<file path="src/rtl/sync_bus_pkg.sv">
// Shared definitions for the synchronous bus read master.
// Holds the FSM state encoding, bus widths, the error data pattern and
// the default idle bus address.
package sync_bus_pkg;

    localparam int          BUS_AW         = 8;
    localparam int          BUS_DW         = 8;
    localparam logic [7:0]  ERR_DATA       = 8'hFF;
    localparam logic [7:0]  IDLE_ADDR_DFLT = 8'h00;

    typedef enum logic [1:0] {
        IDLE  = 2'd0,
        SETUP = 2'd1,
        WAIT  = 2'd2,
        RESP  = 2'd3
    } state_t;

endpackage

</file>
<file path="src/rtl/sync_bus_master_counter.sv">
// bus_wait_counter: loadable up-counter with synchronous clear, enable and
// a terminal-count compare against a run-time terminal value.
// Ports:
//   clock, reset   system clock, asynchronous active-high reset
//   clr_i          clear to zero (highest priority)
//   ld_i, ld_val_i load a value (second priority)
//   en_i           increment by one
//   term_i         terminal value
//   tc_o           high while the count equals term_i
module bus_wait_counter #(
    parameter int W = 8
) (
    input  logic         clock,
    input  logic         reset,
    input  logic         clr_i,
    input  logic         ld_i,
    input  logic [W-1:0] ld_val_i,
    input  logic         en_i,
    input  logic [W-1:0] term_i,
    output logic         tc_o
);

    logic [W-1:0] cnt_q;
    logic [W-1:0] cnt_d;

    // Next count: clear beats load beats increment.
    always_comb begin
        cnt_d = cnt_q;
        if (clr_i) begin
            cnt_d = {W{1'b0}};
        end else if (ld_i) begin
            cnt_d = ld_val_i;
        end else if (en_i) begin
            cnt_d = cnt_q + {{(W-1){1'b0}}, 1'b1};
        end else begin
            cnt_d = cnt_q;
        end
    end

    // Count register.
    always_ff @(posedge clock or posedge reset) begin
        if (reset) begin
            cnt_q <= {W{1'b0}};
        end else begin
            cnt_q <= cnt_d;
        end
    end

    assign tc_o = (cnt_q == term_i);

endmodule

</file>
<file path="src/rtl/sync_bus_master.sv">
// sync_bus_master: synchronous read master for the shared 8-bit bus.
// Accepts a read request, drives bus_addr/bus_rd for SETUP_CYCLES before
// sampling bus_ack, then returns the captured byte (or ERR_DATA with
// rsp_err=1 after TIMEOUT ack-less samples) on the response interface.
// Ports:
//   clock, reset                 clock, asynchronous active-high reset
//   req_valid/req_ready/req_addr request handshake and read address
//   rsp_valid/rsp_ready          response handshake
//   rsp_data/rsp_err             read byte and timeout flag
//   bus_addr/bus_rd              bus address and read strobe (registered)
//   bus_data/bus_ack             device data and acknowledge
module sync_bus_master
    import sync_bus_pkg::*;
#(
    parameter int         SETUP_CYCLES = 1,
    parameter int         TIMEOUT      = 8,
    parameter logic [7:0] IDLE_ADDR    = IDLE_ADDR_DFLT
) (
    input  logic              clock,
    input  logic              reset,
    input  logic              req_valid,
    output logic              req_ready,
    input  logic [BUS_AW-1:0] req_addr,
    output logic              rsp_valid,
    input  logic              rsp_ready,
    output logic [BUS_DW-1:0] rsp_data,
    output logic              rsp_err,
    output logic [BUS_AW-1:0] bus_addr,
    output logic              bus_rd,
    input  logic [BUS_DW-1:0] bus_data,
    input  logic              bus_ack
);

    // Terminal values: SETUP ends on its last cycle, WAIT fails on the
    // TIMEOUT-th ack-less sample.
    localparam logic [7:0] SETUP_TERM   = 8'(SETUP_CYCLES - 1);
    localparam logic [7:0] TIMEOUT_TERM = 8'(TIMEOUT - 1);

    state_t            state_q, state_d;
    logic [BUS_AW-1:0] bus_addr_q, bus_addr_d;
    logic              bus_rd_q, bus_rd_d;
    logic              rsp_valid_q, rsp_valid_d;
    logic [BUS_DW-1:0] rsp_data_q, rsp_data_d;
    logic              rsp_err_q, rsp_err_d;

    logic              cnt_clr_s;
    logic              cnt_en_s;
    logic [7:0]        cnt_term_s;
    logic              cnt_tc_s;

    // One counter serves both phases; the terminal value follows the state.
    bus_wait_counter #(
        .W (8)
    ) u_cnt (
        .clock    (clock),
        .reset    (reset),
        .clr_i    (cnt_clr_s),
        .ld_i     (1'b0),
        .ld_val_i (8'h00),
        .en_i     (cnt_en_s),
        .term_i   (cnt_term_s),
        .tc_o     (cnt_tc_s)
    );

    // Next-state, next-output and counter control.
    always_comb begin
        state_d     = state_q;
        bus_addr_d  = bus_addr_q;
        bus_rd_d    = bus_rd_q;
        rsp_valid_d = rsp_valid_q;
        rsp_data_d  = rsp_data_q;
        rsp_err_d   = rsp_err_q;
        cnt_clr_s   = 1'b0;
        cnt_en_s    = 1'b0;
        cnt_term_s  = TIMEOUT_TERM;
        case (state_q)
            IDLE: begin
                if (req_valid) begin
                    bus_addr_d = req_addr;
                    bus_rd_d   = 1'b1;
                    cnt_clr_s  = 1'b1;
                    state_d    = SETUP;
                end else begin
                    state_d    = IDLE;
                end
            end
            SETUP: begin
                cnt_term_s = SETUP_TERM;
                if (cnt_tc_s) begin
                    cnt_clr_s = 1'b1;
                    state_d   = WAIT;
                end else begin
                    cnt_en_s  = 1'b1;
                end
            end
            WAIT: begin
                cnt_term_s = TIMEOUT_TERM;
                // Ack is checked first so it wins over a coincident timeout.
                if (bus_ack) begin
                    rsp_data_d  = bus_data;
                    rsp_err_d   = 1'b0;
                    rsp_valid_d = 1'b1;
                    bus_rd_d    = 1'b0;
                    bus_addr_d  = IDLE_ADDR;
                    state_d     = RESP;
                end else if (cnt_tc_s) begin
                    rsp_data_d  = ERR_DATA;
                    rsp_err_d   = 1'b1;
                    rsp_valid_d = 1'b1;
                    bus_rd_d    = 1'b0;
                    bus_addr_d  = IDLE_ADDR;
                    state_d     = RESP;
                end else begin
                    cnt_en_s    = 1'b1;
                end
            end
            RESP: begin
                if (rsp_ready) begin
                    rsp_valid_d = 1'b0;
                    state_d     = IDLE;
                end else begin
                    state_d     = RESP;
                end
            end
            default: begin
                state_d     = IDLE;
                bus_rd_d    = 1'b0;
                bus_addr_d  = IDLE_ADDR;
                rsp_valid_d = 1'b0;
            end
        endcase
    end

    // State and registered bus/response outputs.
    always_ff @(posedge clock or posedge reset) begin
        if (reset) begin
            state_q     <= IDLE;
            bus_addr_q  <= IDLE_ADDR;
            bus_rd_q    <= 1'b0;
            rsp_valid_q <= 1'b0;
            rsp_data_q  <= 8'h00;
            rsp_err_q   <= 1'b0;
        end else begin
            state_q     <= state_d;
            bus_addr_q  <= bus_addr_d;
            bus_rd_q    <= bus_rd_d;
            rsp_valid_q <= rsp_valid_d;
            rsp_data_q  <= rsp_data_d;
            rsp_err_q   <= rsp_err_d;
        end
    end

    assign req_ready = (state_q == IDLE);
    assign rsp_valid = rsp_valid_q;
    assign rsp_data  = rsp_data_q;
    assign rsp_err   = rsp_err_q;
    assign bus_addr  = bus_addr_q;
    assign bus_rd    = bus_rd_q;

endmodule
</file>
<file path="config.mk">
export PLATFORM = sky130hd
export DESIGN_NAME = sync_bus_master
export DESIGN_NICKNAME = d
export VERILOG_FILES = /design/src/rtl/sync_bus_pkg.sv /design/src/rtl/sync_bus_master_counter.sv /design/src/rtl/sync_bus_master.sv
export SDC_FILE = /design/constraint.sdc
export NUM_CORES = 1
export LEC_CHECK = 0
export BUFFER_PORTS_ARGS = -buffer_cell sky130_fd_sc_hd__buf_4
export CAP_MARGIN = 10
export CORE_UTILIZATION = 45
export CTS_CLUSTER_SIZE = 25
export DETAILED_ROUTE_END_ITERATION = 10
export HOLD_SLACK_MARGIN = 0.15
export PLACE_DENSITY = 0.73
export SLEW_MARGIN = 0
export SYNTH_ARGS = -nofsm -noshare
export SYNTH_HDL_FRONTEND = slang
export SYNTH_SLANG_ARGS = --single-unit
</file>
<file path="constraint.sdc">
create_clock -name clock -period 1.7 [get_ports clock]
set_input_delay 0.085 -clock clock [delete_from_list [all_inputs] [get_ports clock]]
set_output_delay 0.085 -clock clock [all_outputs]
set_load 0.005 [all_outputs]
</file>
Word level (Yosys, flattened, before mapping)
Cells that the tools add are included.
{ "word_totals": {"out_inout_bits": 20, "inputBits": 21, "wordCells": 55, "register_bits": 29} }
{ "op_classes": {"reduce_logical": 9, "mux": 30, "addsub": 1, "n_eq_ne": 8} }
{ "ops": {"columns": ["cell", "count"], "rows": [
  ["8-bit 2-to-1 mux", 7],
  ["8-bit one-hot mux with 2 select lines", 1],
  ["1-bit 2-to-1 mux", 12],
  ["8-bit by 1-bit adder with 8-bit output (second input constant)", 1],
  ["8-bit by 3-bit == test with 1-bit output", 1],
  ["2-bit 2-to-1 mux", 4],
  ["1-bit one-hot mux with 2 select lines", 4],
  ["2-bit one-hot mux with 4 select lines", 1],
  ["2-bit nonzero test", 4],
  ["2-bit != test (second input constant)", 3],
  ["3-bit AND reduction", 2],
  ["2-bit == test (second input constant)", 2],
  ["2-bit AND reduction", 2],
  ["3-bit 2-to-1 mux", 1],
  ["3-bit != test (second input constant)", 1],
  ["2-bit by 1-bit == test with 1-bit output (second input constant)", 1],
  ["2-bit zero test", 1]
]} }

Longest topological paths before layout
Gate-level depths: netlist of run 1.
{ "logic_depth": {"word_depth": 8, "ltp_mapped": 7, "ltp_nobuf": 6} }

By module
A second synthesis of run 1 with hierarchy kept.
{ "unflattened": {"hier_cells": 164, "area_unflattened_um2": 1642.8} }
{ "modules_own_cells": {"columns": ["module", "instances", "seq_area_each_um2", "cells_each", "area_each_um2"], "rows": [
  ["sync_bus_master", 1, 525.5, 102, 1057.3],
  ["bus_wait_counter", 1, 200.2, 62, 585.6]
]} }

Worst setup path after synthesis of run 1
OpenSTA, ideal clock, no wires.
{ "synth_timing": {"path_type": "register to register", "from": "reg state_q[1]", "to": "reg bus_addr_q[0] (netlist: bus_addr[0])", "t_required_ns": 1.579, "synth_period_minus_slack_ns": 1.806, "slack_ns": -0.106, "setup_time_ns": 0.121, "arrival_time_ns": 1.685, "path_buffers": 1, "stages_incl_launch_ff": 8, "path_cell_list": "dfrtp_1 inv_1 ha_1 buf_6 nor4b_4 o211ai_4 a31o_4 a22o_1"} }
{ "synth_between": {"elab_chain_len": 5, "elab_cells_between_ends": 10, "classes_between": "eq/ne: 5; mux: 2; reduce/logical: 3"} }
{ "synth_rtl": {"columns": ["element", "line", "rtl"], "rows": [
  ["from (decl)", "sync_bus_master.sv:39", "state_t state_q, state_d;"],
  ["from (signal assigned)", "sync_bus_master.sv:144", "state_q <= state_d;"],
  ["2-bit by 1-bit == test with 1-bit output", "sync_bus_master.sv:76", "case (state_q)"],
  ["3-bit 2-to-1 mux", "sync_bus_master.sv:76", null],
  ["8-bit by 3-bit == test with 1-bit output", "sync_bus_master_counter.sv:49", "assign tc_o = (cnt_q == term_i);"],
  ["3-bit != test (no line)", null, null],
  ["3-bit AND reduction (no line)", null, null],
  ["to (signal assigned)", "sync_bus_master.sv:145", "bus_addr_q <= bus_addr_d;"],
  ["to (decl)", "sync_bus_master.sv:40", "logic [BUS_AW-1:0] bus_addr_q, bus_addr_d;"]
]} }
Several ways; a longest one is shown, not always the timed one.
A chain may end at the register's enable or synchronous reset.

Worst setup path in the final report of run 1
{ "layout_timing": {"from": "reg state_q[0]", "to": "reg u_cnt.cnt_q[1]"} }
{ "layout_between": {"elab_chain_len": 7, "elab_cells_between_ends": 12, "classes_between": "eq/ne: 3; mux: 7; reduce/logical: 2"} }
{ "layout_rtl": {"columns": ["element", "line", "rtl"], "rows": [
  ["2-bit by 1-bit == test with 1-bit output", "sync_bus_master.sv:76", null],
  ["3-bit 2-to-1 mux", "sync_bus_master.sv:76", null],
  ["8-bit by 3-bit == test with 1-bit output", "sync_bus_master_counter.sv:49", null],
  ["1-bit 2-to-1 mux", "sync_bus_master.sv:89, sync_bus_master.sv:106", null],
  ["1-bit 2-to-1 mux", "sync_bus_master.sv:99", "if (bus_ack) begin"],
  ["1-bit one-hot mux with 2 select lines", "sync_bus_master.sv:76", null],
  ["2-bit nonzero test (no line)", null, null],
  ["to (signal assigned)", "sync_bus_master_counter.sv:43", "cnt_q <= {W{1'b0}};"],
  ["to (signal assigned)", "sync_bus_master_counter.sv:45", "cnt_q <= cnt_d;"],
  ["to (decl)", "sync_bus_master_counter.sv:23", "logic [W-1:0] cnt_q;"]
]} }
Several ways; a longest one is shown, not always the timed one.

==> flow_results.org, run 1 <==
** Status
- Status :: finished with violations
- The final reports fail on negative setup slack.

** Final layout
- The number of antenna diodes in the final layout is 0.
- The layout has 230 filler cells.
- Of the cells placed in the final design, the portion with a size suffix greater than 1 is 39.1%.
- The area growth from synthesis to layout is 54.2%.
- Reg area :: 726 µm²
- Core utilization of the finished layout :: ~75%
- Number of non-filler instances in the completed layout :: roughly 270
- Summing all multi-input logic gate instances after layout gives between 800 and 900 µm².
- After the last flow step, the layout net total stands at between 200 and 300.

** Logic synthesis
- Post-Synthesis Mean Instance Area :: between 10 and 15 µm²
- In the synthesized netlist the dominant register cell turns out to be dfrtp_1.
- Syn. warnings :: 0
- After synthesis the netlist holds a flip-flop and latch count of 29.
- After synthesis the cells add up to about 1500 µm².
- Count of different cell masters after synthesis :: 39
- Summing the sequential cell areas from Yosys gives between 40% and 50% of the chip area.
- Post-synth EDFFs :: 0
- Async set-or-reset flop fraction in the synthesized netlist :: 100%
- Cells after Synth :: about 150
- The number of nets handed over by synthesis was ~170.

** Placement
- Placer Congestion :: around 0.87
- IO Port Bufs :: 40
- Once placement completed, the tool counted placed cells totaling between 200 and 250.
- Post-detailed-placement half-perimeter wirelength :: around 2.8 mm

** GRT
- Vias in the first global route :: between 1000 and 1500
- Entering global routing, the biggest net connects 30 pins.
- Number of antenna violations at the first check in global routing :: 0
- Global-route wire length before repair :: about 6.6 mm
- In the global route stage, overall resource usage came out at 25.4%.
- Remaining Overflow, GRT :: 0

** Power and ir drop
- Peak supply drop :: roughly 0.00085 V
- Leakage power of the design :: 1.09 nW
- Net switching fraction of the power :: about 38%
- Internal power contribution :: 2.20 mW
- The analysis attributes to net switching a power of 1.34 mW.
- Power density over the cells :: about 1500 nW/µm²
- Combinational logic is responsible for between 50% and 60% of the overall power.
- Proportion of power drawn by flip-flops and latches :: approximately 31%
- Part of the power in the clock network :: between 10% and 20%

** Detailed routing
- Total wire length :: roughly 4.2 mm
- After the first detailed-routing iteration, the DRC count stood at between 70 and 80.
- After detailed routing, the number of vias per cell comes to about 5.4.
- Vias :: about 1500
- The first detailed-routing pass ran for 4 iterations.
- Count of unresolved DRC violations after routing :: 0
- Dividing the detail-routed wire length by the instance count gives ~15 µm.
- Number of nets with antenna violations after detailed routing :: 0

** Clocking
- For this design, the sink count on the clock tree is 29.
- TritonCTS buffer count :: 5
- The tree is rooted in a clkbuf_4.
- Deepest level of the CTS H-tree :: 2
- Clock-pin slew was measured on the worst setup and hold paths at 0.10 ns.
- Maximum clock insertion buffer count :: 2
- TritonCTS built the clock tree.
- Clock insertion delay at the later pin of the skew report :: 0.33 ns

** Timing
- The number of hold violations in the final report was 0.
- Across the routed clock network, the largest skew measured is about 0.0082 ns.
- Final critical-path setup slack :: -0.0659 ns
- Setup repair after global routing could not meet its margin everywhere.
- Period utilisation layout :: 104%
- The routed design could run at a clock period as short as 1.77 ns.
- Final setup viols :: 11
- Derived from the worst setup path, the maximum achievable clock frequency is 566 MHz.
- Slew HR :: approximately 66%
- The max-slew violation count came to 0.
- Worst-margin pin slew :: around 0.50 ns
- Total Neg Setup Slack :: -0.449 ns

** Floorplanning
- slightly above 40 I/O pins were placed.
- Width of the chip :: just over 60 µm
- The floorplan step defined a core boundary enclosing 3150 µm².
- Die area :: 3650 µm²
- The floorplan step set the die height to between 60 and 70 µm.
- Number of cell rows :: 20
- The initial utilization of the core area, before any placement, comes to ~49%.

** Critical path
- Classification of the worst setup path :: flop to flop
- CP arrival :: between 2 and 2.5 ns
- STA classifies the critical path startpoint as a flop.
- The worst setup path is captured at a flop.
- For the worst setup path, the data required time is about 2.0 ns.
- For flop-to-flop paths, the worst setup slack is -0.07 ns.
- In this run the worst path has a maximum fanout of 5.

** Run
- Max-cap violations in this run came to 0.

** Min path
- Worst min-delay path category :: primary input to async pin
[power by group through the flow]
stage	clock network (mW)	logic, mW	registers, mW
4_1_cts	0.493	1.76	1.09
3_3_place_gp	0	1.57	1.09
5_1_grt	0.512	2.11	1.12
6_report	0.479	1.96	1.10
2_1_floorplan	0	0.942	1.10
3_5_place_dp	0	1.63	1.11
[worst paths after layout]
| kind | cells past startpoint | start | endpoint |
|---|---|---|---|
| min in group clock | 1 | rsp_data[7] | rsp_data[7] |
| max in group asynchronous | 4 | reset | bus_addr[7] |
| min reg2reg | 1 | rsp_data[7] | rsp_data[7] |
| min | 4 | reset | bus_addr[3] |
| max reg2reg | 6 | state_q[0] | u_cnt.cnt_q[1] |
| max | 6 | state_q[0] | u_cnt.cnt_q[1] |
[cells by family (layout without fill, tap and decap cells)]
kind of cell	Yosys count	in the layout	synth area share (%)
xor gates and xnor gates	3	3	1.71
buffers and inverters	17	99	4.89
and+or+nand+nor	42	42	15.7
adders and majority gates	5	5	4.07
AOI/OAI and AO/OA	51	52	26.4
DFF	29	29	47.2
[cell type report]
class / instances / area share (%)
clock buffers: 7 / 2.75
clock inverters: 1 / 0.211
inverters: 13 / 2.06
multi-input cells: 102 / 35.2
flip-flops and latches: 29 / 30.6
well taps: 44 / 2.32
repair buffers: 78 / 26.8
[cells in the mapped netlist, drive strengths merged, types with 3 or more instances]
master / n / share of area (%)
xor2: 3 / 1.7
dfrtp: 29 / 47
nand2: 15 / 3.7
nor2: 10 / 2.4
a22o: 8 / 4.6
o22a: 8 / 4.6
a21oi: 8 / 3.3
o21ai: 12 / 3.9
inv: 13 / 3.2
ha: 5 / 4.1
[metal layers]
| layer | wire length (µm) | part of all wire (%) | vias to the layer above | track usage, % |
|---|---|---|---|---|
| met1 | 1780 | 43 | 731 | 29.0 |
| met3 | 128 | 3.1 | 6 | 6.61 |
| met4 | 87 | 2.1 | 0 | 11.0 |
| li1 | - | - | 706 | - |
| met5 | 0 | 0 | - | 0 |
| met2 | 2180 | 52 | 43 | 44.7 |
[worst max-delay path: stages (launching register included)]
cell and delay (ns):
dfrtp_1 0.45, ha_4 0.20, nor4b_4 0.14, buf_4 0.16
o211a_4 0.25, or3b_4 0.38, a21oi_2 0.13
[per-stage QoR]
stage               worst slack [ns]  hold slack (ns)  area, µm²  power [mW]
floorplan                    -0.0395            0.163       1560        2.04
global placement              0.0542            0.175       1960        2.66
detailed placement           -0.0425            0.181       1960        2.74
CTS                          -0.0241            0.363       2280        3.35
global route                  -0.102            0.429       2370        3.74
finish                       -0.0659            0.373       2370        3.54
[sequential cells by signal, summed over array words and instances (netlist names)]
signal       count
bus_addr         8
bus_rd           1
rsp_data         8
rsp_err          1
rsp_valid        1
state_q          2
u_cnt.cnt_q      8
[placed cells by master, fill, tap and decap left out, types with 2 or more instances in the layout]
cell / n
ha_1: 3
ha_4: 2
a21o_1: 2
a22o_1: 8
dfrtp_1: 29
clkbuf_4: 5
nor2b_1: 2
buf_4: 58
o211a_4: 2
o21ai_0: 10
o21ai_1: 2
and3_1: 2
or3_1: 2
o22a_1: 8
a21oi_1: 5
a21oi_2: 2
and4_1: 2
nand2_1: 14
nor2_2: 2
clkbuf_8: 2
xor2_1: 3
inv_2: 2
inv_1: 11
nor2_1: 8
dlygate4sd3_1: 20
[what timing repair did]
item	CTS	global route
buffers inserted	3	4
resized for setup	2	15
pin swaps	1	15
setup endpoints to repair	11	27
gates cloned	1	0
endpoints found under the hold margin	48	0
hold buffers	20	0
Power figures use the tool's default switching activity.
==> run 2, diff against run 1 <==
- SETUP_SLACK_MARGIN: not set -> 0.4
==> flow_results.org, run 2 (same netlist as run 1, synthesis figures left out) <==
** Final layout
- Of the cells placed in the final design, the portion with a size suffix greater than 1 is 43.0%.
- In the layout the commonest cells are buf_4 (53), dfrtp_1 (28), dlygate4sd3_1 (20), nand2_1 (14), inv_1 (11).
- Post-layout net count :: around 260
- Leaving out fill and tap cells, the most frequent cell in the layout is buf_4.
- 0 antenna diodes ended up in the layout.
- Area growth, synth to finish :: 59.8%
- For this run, the share of the core covered by cells in the final layout is between 70% and 80%.
- The finished cells cover approximately 2500 µm².

** Detailed routing
- Number of nets with antenna violations after detailed routing :: 0
- DR iter-0 viols :: slightly above 80
- In the routed design, unresolved DRC markers number 0.
- Vias :: about 1500
- Routed wire length per instance :: around 16 µm
- Total wire length :: roughly 4.4 mm
- Before antenna repair, the detailed router went through 4 iterations.
- Via count normalized by instance count :: about 5.5

** Clocking
- Buffers inserted during clock tree synthesis total 5.
- Maximum clock insertion buffer count :: 2
- Sink Count :: 29
- TritonCTS clock tree :: done
- The cell sitting at the root of the clock tree is a clkbuf_4.
- Clock transition at the register clock pins on the worst setup and hold paths after CTS :: roughly 0.10 ns
- Clock insertion delay at the later pin of the skew report :: ~0.33 ns
- CTS built an H-tree with a depth of 2.

** Timing
- The number of hold violations in the final report is 0.
- Period minus WS final :: between 1.5 and 2 ns
- The max-slew violation count is 0.
- Period utilisation layout :: 102%
- Worst Clk Skew :: roughly 0.0097 ns
- Setup violations remaining at the end of the flow were counted as 21.
- Setup slack on the critical path of the routed design comes to -0.0388 ns.
- In this run the tightest slew margin relative to its limit is approximately 71%.
- Setup repair after global routing could not meet its margin everywhere.
- Hold is met by around 0.22 ns.
- Worst-margin pin slew :: 0.434 ns
- For this run, the top clock speed supported by timing is roughly 580 MHz.

** Floorplanning
- Number of cell rows :: 20
- From bottom edge to top edge, the die measures around 60 µm.
- For this configuration, the core starts out at a cell density of 48.7%.
- I/O pin cnt :: a little over 40
- In this run the standard cell core region covers between 3000 and 4000 µm².
- From left edge to right edge, the die measures roughly 60 µm.
- The die covers ~3700 µm².

** Status
- Status :: finished with violations
- Violations in the final reports :: negative setup slack

** GRT
- The number of global-route vias before repair came to around 1500.
- For this run the aggregate overflow at the end of global routing stands at 0.
- The first global-routing pass estimated 6.64 mm of wire.
- Across every metal layer, demand over resource in global routing totals about a quarter.
- Entering global routing, the biggest net connects 30 pins.
- The number of antenna violations at the first check in global routing was 0.

** Power and ir drop
- The completed layout was analyzed and its total power is just under 4 mW.
- Leakage power of the design :: 1.10 nW
- For this design the ratio of total power to cell area is roughly 1600 nW/µm².
- Across the VDD grid, the largest voltage drop is between 0.0008 and 0.0009 V.

** Placement
- Post-detailed-placement half-perimeter wirelength :: roughly 2.7 mm
- Placement Cell Area :: a little under 2000 µm²
- Placer Congestion :: 0.898
- IO Port Bufs :: 40
- Post-Place Setup Slack :: -0.0522 ns

** Critical path
- STA puts the critical path data required time at roughly 1.9 ns.
- CP arrival :: 1.95 ns
- Critical R2R Capture :: state_q[1]
- Worst flop-to-flop path startpoint :: state_q[0]
- In this run the register-to-register setup slack is -0.04 ns.
- The critical path starts at state_q[0].
- STA classifies the critical path endpoint as a flop.
- The critical path ends at state_q[1].
- The critical path is of the flop to flop type.
- Measured in cells, the most critical reg-to-reg path has a length of 7.
- Of all nets on the critical path, the largest fanout is 4.
- The worst setup path is launched from a flop.

** Min path
- Hold Crit Start :: bus_ack
- Worst min-delay path category :: primary input to flop

** Run
- Number of maximum-capacitance constraint violations :: 0
-- run 2: per-stage QoR --
step                std cells  TNS (ns)
finish                    274    -0.283
global route              274     -1.23
CTS                       274   -0.0465
detailed placement        237    -0.558
global placement          237         0
floorplan                 147    -0.396
-- run 2: power by group --
| group | internal [mW] | switching (mW) |
|---|---|---|
| registers | 0.918 | 0.196 |
| clock network | 0.349 | 0.249 |
| logic | 1.17 | 1.03 |
| total | 2.44 | 1.47 |
-- run 2: layout make-up --
cell class | count | area, µm²
Inverter | 13 | 48.8
Clock buffer | 6 | 51.3
Tap cell | 44 | 55.1
Sequential cell | 29 | 727
Timing Repair Buffer | 79 | 666
Clock inverter | 2 | 37.5
Fill cell | 212 | 698
Multi-Input combinational cell | 101 | 870
-- run 2: worst min-delay path by stage --
stage	to	cells past startpoint
global placement	bus_addr[0]	3
detailed placement	bus_addr[0]	3
CTS	rsp_valid	4
floorplan	bus_addr[0]	1
finish	rsp_valid	4
global route	rsp_valid	4
-- run 2: routing by layer --
metal | wire length (µm) | part of all wire [%] | GRT usage [%]
met5 | 0 | 0 | 0
met4 | 87 | 2.0 | 10.7
met3 | 154 | 3.5 | 6.40
met2 | 2260 | 52 | 43.3
met1 | 1880 | 43 | 30.5
-- run 2: repair_timing --
item                                    4_1_cts  5_1_grt
endpoints found under the hold margin        49        0
endpoints found under the setup margin       30       30
gates resized for setup                      21       13
buffers inserted                              9        0
pin swaps                                    15       10
hold buffers                                 20        0
-- run 2: critical path, stage by stage (launching register included) --
cell,delay (ns)
dfrtp_2,0.46
ha_4,0.19
and4b_4,0.35
o211ai_4,0.11
buf_6,0.15
buf_4,0.12
a21oi_2,0.14
o22ai_1,0.09
